### config.mk
export PLATFORM = sky130hd
export DESIGN_NAME = tdc_measure_ctrl_flat
export DESIGN_NICKNAME = d
export VERILOG_FILES = /design/src/rtl/tdc_measure_ctrl_pkg.sv /design/src/rtl/tdc_measure_ctrl_if.sv /design/src/rtl/tdc_coarse_counter.sv /design/src/rtl/tdc_measure_ctrl.sv /design/src/flat_wrapper.sv
export SDC_FILE = /design/constraint.sdc
export NUM_CORES = 1
export LEC_CHECK = 0
export ABC_AREA = 1
export BUFFER_PORTS_ARGS = -buffer_cell sky130_fd_sc_hd__buf_2
export CAP_MARGIN = 0
export CORE_MARGIN = 1
export CORE_UTILIZATION = 61
export CTS_BUF_LIST = sky130_fd_sc_hd__clkbuf_4
export DETAILED_ROUTE_END_ITERATION = 10
export GPL_ROUTABILITY_DRIVEN = 0
export PLACE_DENSITY_LB_ADDON = 0.05
export SETUP_SLACK_MARGIN = 0.5
export SLEW_MARGIN = 5
export SYNTH_ARGS = -nofsm -noshare
export SYNTH_HDL_FRONTEND = slang
export SYNTH_HIERARCHICAL = 1
export SYNTH_SLANG_ARGS = --single-unit
export TNS_END_PERCENT = 1
### constraint.sdc
create_clock -name clk -period 3.7 [get_ports clk]
set_clock_uncertainty 0.05 [all_clocks]
set_input_delay 0.185 -clock clk [delete_from_list [all_inputs] [get_ports clk]]
set_output_delay 0.185 -clock clk [all_outputs]
set_load 0.02 [all_outputs]
### src/rtl/tdc_measure_ctrl_pkg.sv
// Shared constants for the TDC measurement controller: FSM state encodings and the
// default coarse-counter width, also used by downstream result assembly.
package tdc_measure_ctrl_pkg;

  localparam int COARSE_W_DEFAULT = 16;

  localparam logic [2:0] ST_IDLE       = 3'd0;
  localparam logic [2:0] ST_WAIT_START = 3'd1;
  localparam logic [2:0] ST_WAIT_CLEAR = 3'd2;
  localparam logic [2:0] ST_WAIT_STOP  = 3'd3;
  localparam logic [2:0] ST_DONE       = 3'd4;

endpackage

### src/rtl/tdc_measure_ctrl_if.sv
// Control/result bundle between the measurement controller (slave) and its
// requester plus the Fine delay line (master side).
interface tdc_measure_ctrl_if #(
  parameter int COARSE_W = tdc_measure_ctrl_pkg::COARSE_W_DEFAULT
) ();

  logic                iArm;
  logic                iAbort;
  logic                iTap0;
  logic                iReady;
  logic                oStartEnable;
  logic                oStopEnable;
  logic                oValid;
  logic [COARSE_W-1:0] oCoarse;
  logic                oTimeout;
  logic                oBusy;

  modport master (
    output iArm, iAbort, iTap0, iReady,
    input  oStartEnable, oStopEnable, oValid, oCoarse, oTimeout, oBusy
  );

  modport slave (
    input  iArm, iAbort, iTap0, iReady,
    output oStartEnable, oStopEnable, oValid, oCoarse, oTimeout, oBusy
  );

endinterface

### src/rtl/tdc_coarse_counter.sv
// Coarse period counter: synchronous clear, count enable, saturates at all-ones
// and flags saturation so the controller can declare a timeout.
module tdc_coarse_counter #(
  parameter int W = 16
) (
  input  logic         clk,
  input  logic         rst,
  input  logic         clr,
  input  logic         en,
  output logic [W-1:0] count,
  output logic         sat
);

  logic [W-1:0] count_q, count_d;

  // NOTE: every signal written in always_comb gets a default first, so no path leaves it unassigned (no latch).
  always_comb begin
    count_d = count_q;
    if (clr) begin
      count_d = '0;
    end else if (en && !sat) begin
      count_d = count_q + 1'b1;
    end
  end

  // NOTE: state updates use non-blocking assignments so every flop samples pre-edge values.
  always_ff @(posedge clk) begin
    if (rst) begin
      count_q <= '0;
    end else begin
      count_q <= count_d;
    end
  end

  assign count = count_q;
  assign sat   = &count_q;

endmodule

### src/rtl/tdc_measure_ctrl.sv
// Sequences one start/stop capture on the Fine delay line, counts whole clock periods
// between the two captures and presents the result with a valid/ready handshake.
module tdc_measure_ctrl
  import tdc_measure_ctrl_pkg::*;
#(
  parameter int COARSE_W = COARSE_W_DEFAULT
) (
  input logic               clk,
  input logic               iRst,
  tdc_measure_ctrl_if.slave bus
);

  logic [2:0]          state_q, state_d;
  logic [COARSE_W-1:0] coarse_q, coarse_d;
  logic                timeout_q, timeout_d;
  logic                start_en_q, start_en_d;
  logic                stop_en_q, stop_en_d;
  logic                valid_q, valid_d;
  logic                busy_q, busy_d;

  logic                cnt_clr, cnt_en, cnt_sat;
  logic [COARSE_W-1:0] cnt;

  tdc_coarse_counter #(.W(COARSE_W)) u_coarse_counter (
    .clk   (clk),
    .rst   (iRst),
    .clr   (cnt_clr),
    .en    (cnt_en),
    .count (cnt),
    .sat   (cnt_sat)
  );

  always_comb begin
    state_d   = state_q;
    coarse_d  = coarse_q;
    timeout_d = timeout_q;
    cnt_clr   = 1'b0;
    cnt_en    = 1'b0;

    if (bus.iAbort) begin
      state_d   = ST_IDLE;
      coarse_d  = '0;
      timeout_d = 1'b0;
      cnt_clr   = 1'b1;
    end else begin
      case (state_q)
        ST_IDLE: begin
          if (bus.iArm) state_d = ST_WAIT_START;
        end
        ST_WAIT_START: begin
          // The Start column latches this same tap sample, so the count starts here.
          if (bus.iTap0) begin
            state_d = ST_WAIT_CLEAR;
            cnt_clr = 1'b1;
          end
        end
        ST_WAIT_CLEAR: begin
          if (cnt_sat) begin
            state_d   = ST_DONE;
            coarse_d  = '1;
            timeout_d = 1'b1;
          end else begin
            cnt_en = 1'b1;
            if (!bus.iTap0) state_d = ST_WAIT_STOP;
          end
        end
        ST_WAIT_STOP: begin
          // A saturated counter means the gap already exceeds CMAX; report timeout.
          if (cnt_sat) begin
            state_d   = ST_DONE;
            coarse_d  = '1;
            timeout_d = 1'b1;
          end else if (bus.iTap0) begin
            state_d   = ST_DONE;
            coarse_d  = cnt + 1'b1;
            timeout_d = 1'b0;
          end else begin
            cnt_en = 1'b1;
          end
        end
        ST_DONE: begin
          if (bus.iReady) state_d = ST_IDLE;
        end
        default: state_d = ST_IDLE;
      endcase
    end
  end

  // Outputs are decoded from the next state and registered, so no input reaches an output combinationally.
  always_comb begin
    start_en_d = (state_d == ST_WAIT_START);
    stop_en_d  = (state_d == ST_WAIT_STOP);
    valid_d    = (state_d == ST_DONE);
    busy_d     = (state_d != ST_IDLE);
  end

  always_ff @(posedge clk) begin
    if (iRst) begin
      state_q    <= ST_IDLE;
      coarse_q   <= '0;
      timeout_q  <= 1'b0;
      start_en_q <= 1'b0;
      stop_en_q  <= 1'b0;
      valid_q    <= 1'b0;
      busy_q     <= 1'b0;
    end else begin
      state_q    <= state_d;
      coarse_q   <= coarse_d;
      timeout_q  <= timeout_d;
      start_en_q <= start_en_d;
      stop_en_q  <= stop_en_d;
      valid_q    <= valid_d;
      busy_q     <= busy_d;
    end
  end

  assign bus.oStartEnable = start_en_q;
  assign bus.oStopEnable  = stop_en_q;
  assign bus.oValid       = valid_q;
  assign bus.oCoarse      = coarse_q;
  assign bus.oTimeout     = timeout_q;
  assign bus.oBusy        = busy_q;

endmodule

### src/flat_wrapper.sv
// flat-port wrapper written by rule: the top's interface ports become plain ports
module tdc_measure_ctrl_flat import tdc_measure_ctrl_pkg::*;
#(
  parameter int COARSE_W = COARSE_W_DEFAULT
)
  (clk, iRst, bus_iArm, bus_iAbort, bus_iTap0, bus_iReady, bus_oStartEnable, bus_oStopEnable, bus_oValid, bus_oCoarse, bus_oTimeout, bus_oBusy);
  tdc_measure_ctrl_if #(.COARSE_W(COARSE_W)) bus_i ();
  input logic clk;
  input logic iRst;
  input wire logic [$bits(bus_i.iArm)-1:0] bus_iArm;
  input wire logic [$bits(bus_i.iAbort)-1:0] bus_iAbort;
  input wire logic [$bits(bus_i.iTap0)-1:0] bus_iTap0;
  input wire logic [$bits(bus_i.iReady)-1:0] bus_iReady;
  output wire logic [$bits(bus_i.oStartEnable)-1:0] bus_oStartEnable;
  output wire logic [$bits(bus_i.oStopEnable)-1:0] bus_oStopEnable;
  output wire logic [$bits(bus_i.oValid)-1:0] bus_oValid;
  output wire logic [$bits(bus_i.oCoarse)-1:0] bus_oCoarse;
  output wire logic [$bits(bus_i.oTimeout)-1:0] bus_oTimeout;
  output wire logic [$bits(bus_i.oBusy)-1:0] bus_oBusy;
  assign bus_i.iArm = bus_iArm;
  assign bus_i.iAbort = bus_iAbort;
  assign bus_i.iTap0 = bus_iTap0;
  assign bus_i.iReady = bus_iReady;
  assign bus_oStartEnable = bus_i.oStartEnable;
  assign bus_oStopEnable = bus_i.oStopEnable;
  assign bus_oValid = bus_i.oValid;
  assign bus_oCoarse = bus_i.oCoarse;
  assign bus_oTimeout = bus_i.oTimeout;
  assign bus_oBusy = bus_i.oBusy;
  tdc_measure_ctrl #(.COARSE_W(COARSE_W)) u_core (.clk(clk), .iRst(iRst), .bus(bus_i));
endmodule
After elaboration in Yosys (flattened, before gate mapping). Cells that the tools add are included.

Eq/ne operators: 9. Muxes and demuxes: 25. Reduce and logical (&&, ||, !) cells: 9. Add/sub/neg operators: 1.

Operators by type and width (count): 16-bit 2-to-1 mux (3); 16-bit case mux with 2 select lines (1); 3-bit 2-to-1 mux (8); 16-bit by 1-bit adder with 16-bit output, second input constant (1); 16-bit AND reduction (1); 3-bit case mux with 5 select lines (1); 1-bit 2-to-1 mux (10); 3-bit by 2-bit equality test with 1-bit output, second input constant (3); 3-bit by 1-bit equality test with 1-bit output, second input constant (2); 3-bit equality test, second input constant (2); 1-bit case mux with 2 select lines (2); 2-bit OR reduction (2); 3-bit logical NOT (1); 3-bit inequality test, second input constant (1); 3-bit AND reduction (1); 3-bit nonzero test (1); 2-bit inequality test, second input constant (1); 2-bit nonzero test (1); 1-bit logical AND (1); 1-bit logical NOT (1).

Bits in registers: 40. Output and inout bits: 21. Input bits: 6. Word-level logic and storage cells: 52.

Longest topological paths before layout.
Depth in word-level cells: 5. Gate-level depth with buffers: 17. Gate-level depth less buffers: 17.

By module. Netlist, hierarchy kept.

Modules (own cells, without submodules): tdc_measure_ctrl (sequential area each 480.5 µm², cells an instance 201, area each 1302.5 µm², times used 1); tdc_coarse_counter (sequential area each 320.3 µm², cells an instance 149, area each 953.4 µm², times used 1).

Least setup slack after synthesis. No wires, ideal clock.

Path type: register to register. From: register u_core.u_coarse_counter.count_q[0], in the netlist u_core/u_coarse_counter/count[0]. To: register u_core.u_coarse_counter.count_q[15], in the netlist u_core/u_coarse_counter/count[15]. Period minus slack after synthesis: 2.346 ns. Slack: 1.354 ns. Arrival: 2.181 ns. Cell stages (with the launch flop): 18. Library setup time: 0.115 ns. Cell sequence: dfxtp_1 ha_1 nand2_1 nor2_4 nand2_4 nor2_8 inv_1 nand2_1 nor2_1 inv_1 a21oi_1 inv_1 nor2_1 nand3_1 nor2_1 nand3_1 nand2_1 nor2_1.

Longest elaborated chain between the ends: 5. Elaborated cells between the ends (all ways): 8. Those cells by class: add/sub (1); mux (4); reduce/logical (3).

Ends and longest elaborated chain: from (decl) (RTL line tdc_coarse_counter.sv:14) `logic [W-1:0] count_q, count_d;`; from (signal assigned) (RTL line tdc_coarse_counter.sv:31) `count_q <= count_d;`; 16-bit AND reduction (*) (RTL line tdc_coarse_counter.sv:36) `assign sat = &count_q;`; net u_core.cnt_sat (RTL line tdc_measure_ctrl.sv:21) `logic cnt_clr, cnt_en, cnt_sat;`; 1-bit 2-to-1 mux (on tied branches) (RTL line tdc_measure_ctrl.sv:69, tdc_measure_ctrl.sv:58); 1-bit case mux with 2 select lines (*) (RTL line tdc_measure_ctrl.sv:46) `case (state_q)`; 1-bit 2-to-1 mux (*) (RTL line tdc_measure_ctrl.sv:40) `if (bus.iAbort) begin`; net u_core.cnt_en (RTL line tdc_measure_ctrl.sv:21); 1-bit logical AND (*) (RTL line tdc_coarse_counter.sv:21) `end else if (en && !sat) begin`.

Mark *: on every way through the listed nets, which the timed path passes. The rest lies on a longest branch. A chain may end at the register's enable or synchronous reset.

Worst setup path after layout. Ends and elaborated chain as after synthesis.

==> run summary <==
* post-synth design cell area: 2256 um2
* # H-tree levels: 2
* Die ar.: 3945 um2
* kind of start point of the critical path: flip-flop
* cell types with the largest area share after synthesis: dfxtp_1 35%, nand2_1 13%, nor2_1 10%
* number of flops mapped to enable cells by yosys: 0
* clock latency at the later pin of the worst-skew pair: 360 ps
* standby leakage power: 0.001102 uW
* pwr dens: 299.6 nW/um2
* effective utilization at floorplan: 0.6554
* kind of capture point of the worst setup path: flip-flop
* clock tree root buffer cell: clkbuf_4
* nets in the synthesized netlist: 358
* headroom to the max-slew limit: 0.3916
* cell with the biggest individual delay on the critical path: a21oi_1
* maximum buffer depth of the clock tree: 2
* Die Height: 62.81 um
* pre-CTS setup slack: 1018 ps
* antenna violations before repair: 0
* area leader, netlist: dfxtp_1
* TritonCTS clock tree: built
* CTS Buf Count: 5
* Synth top area share: 0.3550
* final count of hold timing violations: 0
* average instance area after synthesis: 6.445 um2
* number of vias per cell after detailed routing: 5.393
* critical path required time: 3910 ps
* total congestion overflow after global routing: 0
* worst hold path type: primary input to flip-flop
* Most used DFF post-synth: dfxtp_1
* filler cell count in the final layout: 304
* worst stage delay on the critical path: 470 ps
* post-cts resize count: 0
* Period minus WS final: 2768 ps
* buffer and inverter count on the worst path: 1
* Pins Over Slew Limit: 0
* violation count after the first detailed-route iteration: 156
* Final WS setup: 931.8 ps
* data arrival time of the critical path: 2980 ps
* I/O pin count: 27
* count of warnings emitted by yosys: 6
* most numerous cell types in the synthesized netlist: 76 x nand2_1, 62 x nor2_1, 42 x inv_1, 40 x dfxtp_1, 34 x nand3_1
* sum of internal, switching and leakage power: 749.8 uW
* number of port buffers: 26
* pin count of the biggest net entering global routing: 19
* global-route wire length before repair: 8776 um
* remaining antenna violation count after routing: 0
* n_diodes: 0
* Net count, final: 388
* area delta synth->final: 10.93%
* final number of setup-violating endpoints: 0
* Detailed Route WL: 5283 um
* HPWL Detailed: 3966 um
* Via Count: 2,303
* Worst path most repeated cell: nor2_1
* minimum hold slack: 139.3 ps
* number of unique standard cell types used by synthesis: 30
* Horiz. Die Dim: 62.81 um
* total of max-cap violations: 0
* cells along the critical path: ha_1, nand2_1, nor2_4, nand2_4, nor2_8, nor2_1, nand2_1, a21oi_1, inv_1, nor2_1, nand3_1, nor2_1, nand3_1, nand2_1, nor2_1
* final critical-path share of the clock period: 0.7482
* critical path class: flip-flop to flip-flop
* clock slew at reported path FFs: 130 ps
* CTS sink cnt: 40
* Worst Max-Slew Pin Slew: 909.2 ps
* First-pass DRT Iterations: 4
* number of instances in the synthesized netlist: 350
* vias in the first global route: 1,970
* hold buffers post-CTS: 0
* area of the core: 3442 um2
* post-synthesis sequential area ratio: 0.3550
* setup_tns: 0 ps
* kind of cell adding the most delay to the critical path: simple AND/OR/NAND/NOR gates
* number of register bits inferred by synthesis: 40
* async set or reset register ratio after synthesis: 0
* ratio of cells with drive above 1 in the final layout: 0.1575
* Total GRT Usage: 0.2826
* most used standard cell by instance count after synthesis: nand2_1
* CP max FO: 10
* total number of placement rows: 21
* buffers inserted by post-CTS timing repair: 0
* Worst VDD drop: 0.0002323 V
* Routed WL per cell: 12.37 um
* final routed DRC violation total: 0
* run status: finished clean
* unrepaired setup endpoints after global routing: no
* timing-limited maximum frequency: 0.3613 GHz
==> cell type report <==
| class | instances | area, um2 | area share |
|---|---|---|---|
| clock inverters | 3 | 42.54 | 0.01700 |
| multi-input cells | 261 | 1259 | 0.5030 |
| inverters | 46 | 175.2 | 0.07000 |
| repair buffers | 26 | 130.1 | 0.05200 |
| well taps | 46 | 57.56 | 0.02300 |
| clock buffers | 5 | 37.54 | 0.01500 |
| flip-flops and latches | 40 | 800.8 | 0.3200 |
==> state kept, by name (all words and copies together) (netlist names) <==
name and cells:
u_core/bus.oStartEnable 1, u_core/bus.oCoarse 16, u_core/bus.oBusy 1, u_core/bus.oValid 1, u_core/bus.oTimeout 1, u_core/bus.oStopEnable 1, u_core/u_coarse_counter/count 16, u_core/state_q 3
==> layout by cell type, fill, tap and decap left out, types with 6 or more instances in the layout <==
cell | Yosys | routed
nor2_1 | 62 | 62
dfxtp_1 | 40 | 40
nand2_1 | 76 | 76
nor2_2 | 6 | 6
nand3_1 | 34 | 34
o21ai_0 | 23 | 23
inv_1 | 42 | 42
a21oi_1 | 18 | 18
buf_2 | 2 | 26
==> worst register-to-register path, cell delays in order, from the launching register on <==
cell and delay [ps]:
dfxtp_1 390, ha_1 240, nand2_1 140, nor2_4 60
nand2_4 110, nor2_8 70, nor2_1 210, nand2_1 140
a21oi_1 470, inv_1 190, nor2_1 140, nand3_1 80
nor2_1 150, nand3_1 100, nand2_1 80, nor2_1 40
==> kinds of logic after synthesis <==
group,Yosys count,synth area share
AOI/OAI and AO/OA,51,0.1176
and+or+nand+nor,205,0.4176
buffers and inverters,49,0.08708
DFF,40,0.3550
xor gates and xnor gates,3,0.01165
adders and majority gates,2,0.01109
==> routing by layer <==
layer  part of all wire  global-route usage  vias to the layer above  wire, um
met5                  0                   0                        -         0
met4              0.017              0.1105                        0        89
met3              0.076             0.04927                        9       400
met2               0.44              0.4565                       87      2329
met1               0.47              0.3720                     1014      2464
li1                   -                   -                     1193         -
==> where the power goes <==
group,switching [uW],internal (uW),total [uW]
Clock,148,141,289
Combinational,18.4,8.35,26.8
Sequential,1.37,433,434
==> through the flow <==
stage / utilization / std cells / area, um2
floorplan: - / 350 / 2256
global placement: 0.7037 / 419 / 2422
detailed placement: 0.7037 / 419 / 2422
CTS: 0.7270 / 427 / 2502
global route: 0.7270 / 427 / 2502
finish: 0.7270 / 427 / 2502
==> worst paths after layout <==
path / slack [ps] / start / cells past startpoint / end
min: 140 / iRst / 4 / u_core/bus.oStartEnable
min reg2reg: 440 / u_core/bus.oTimeout / 2 / u_core/bus.oTimeout
max reg2reg: 930 / u_core/u_coarse_counter/count[0] / 15 / u_core/u_coarse_counter/count[15]
max: 930 / u_core/u_coarse_counter/count[0] / 15 / u_core/u_coarse_counter/count[15]
Power figures use the tool's default switching activity.
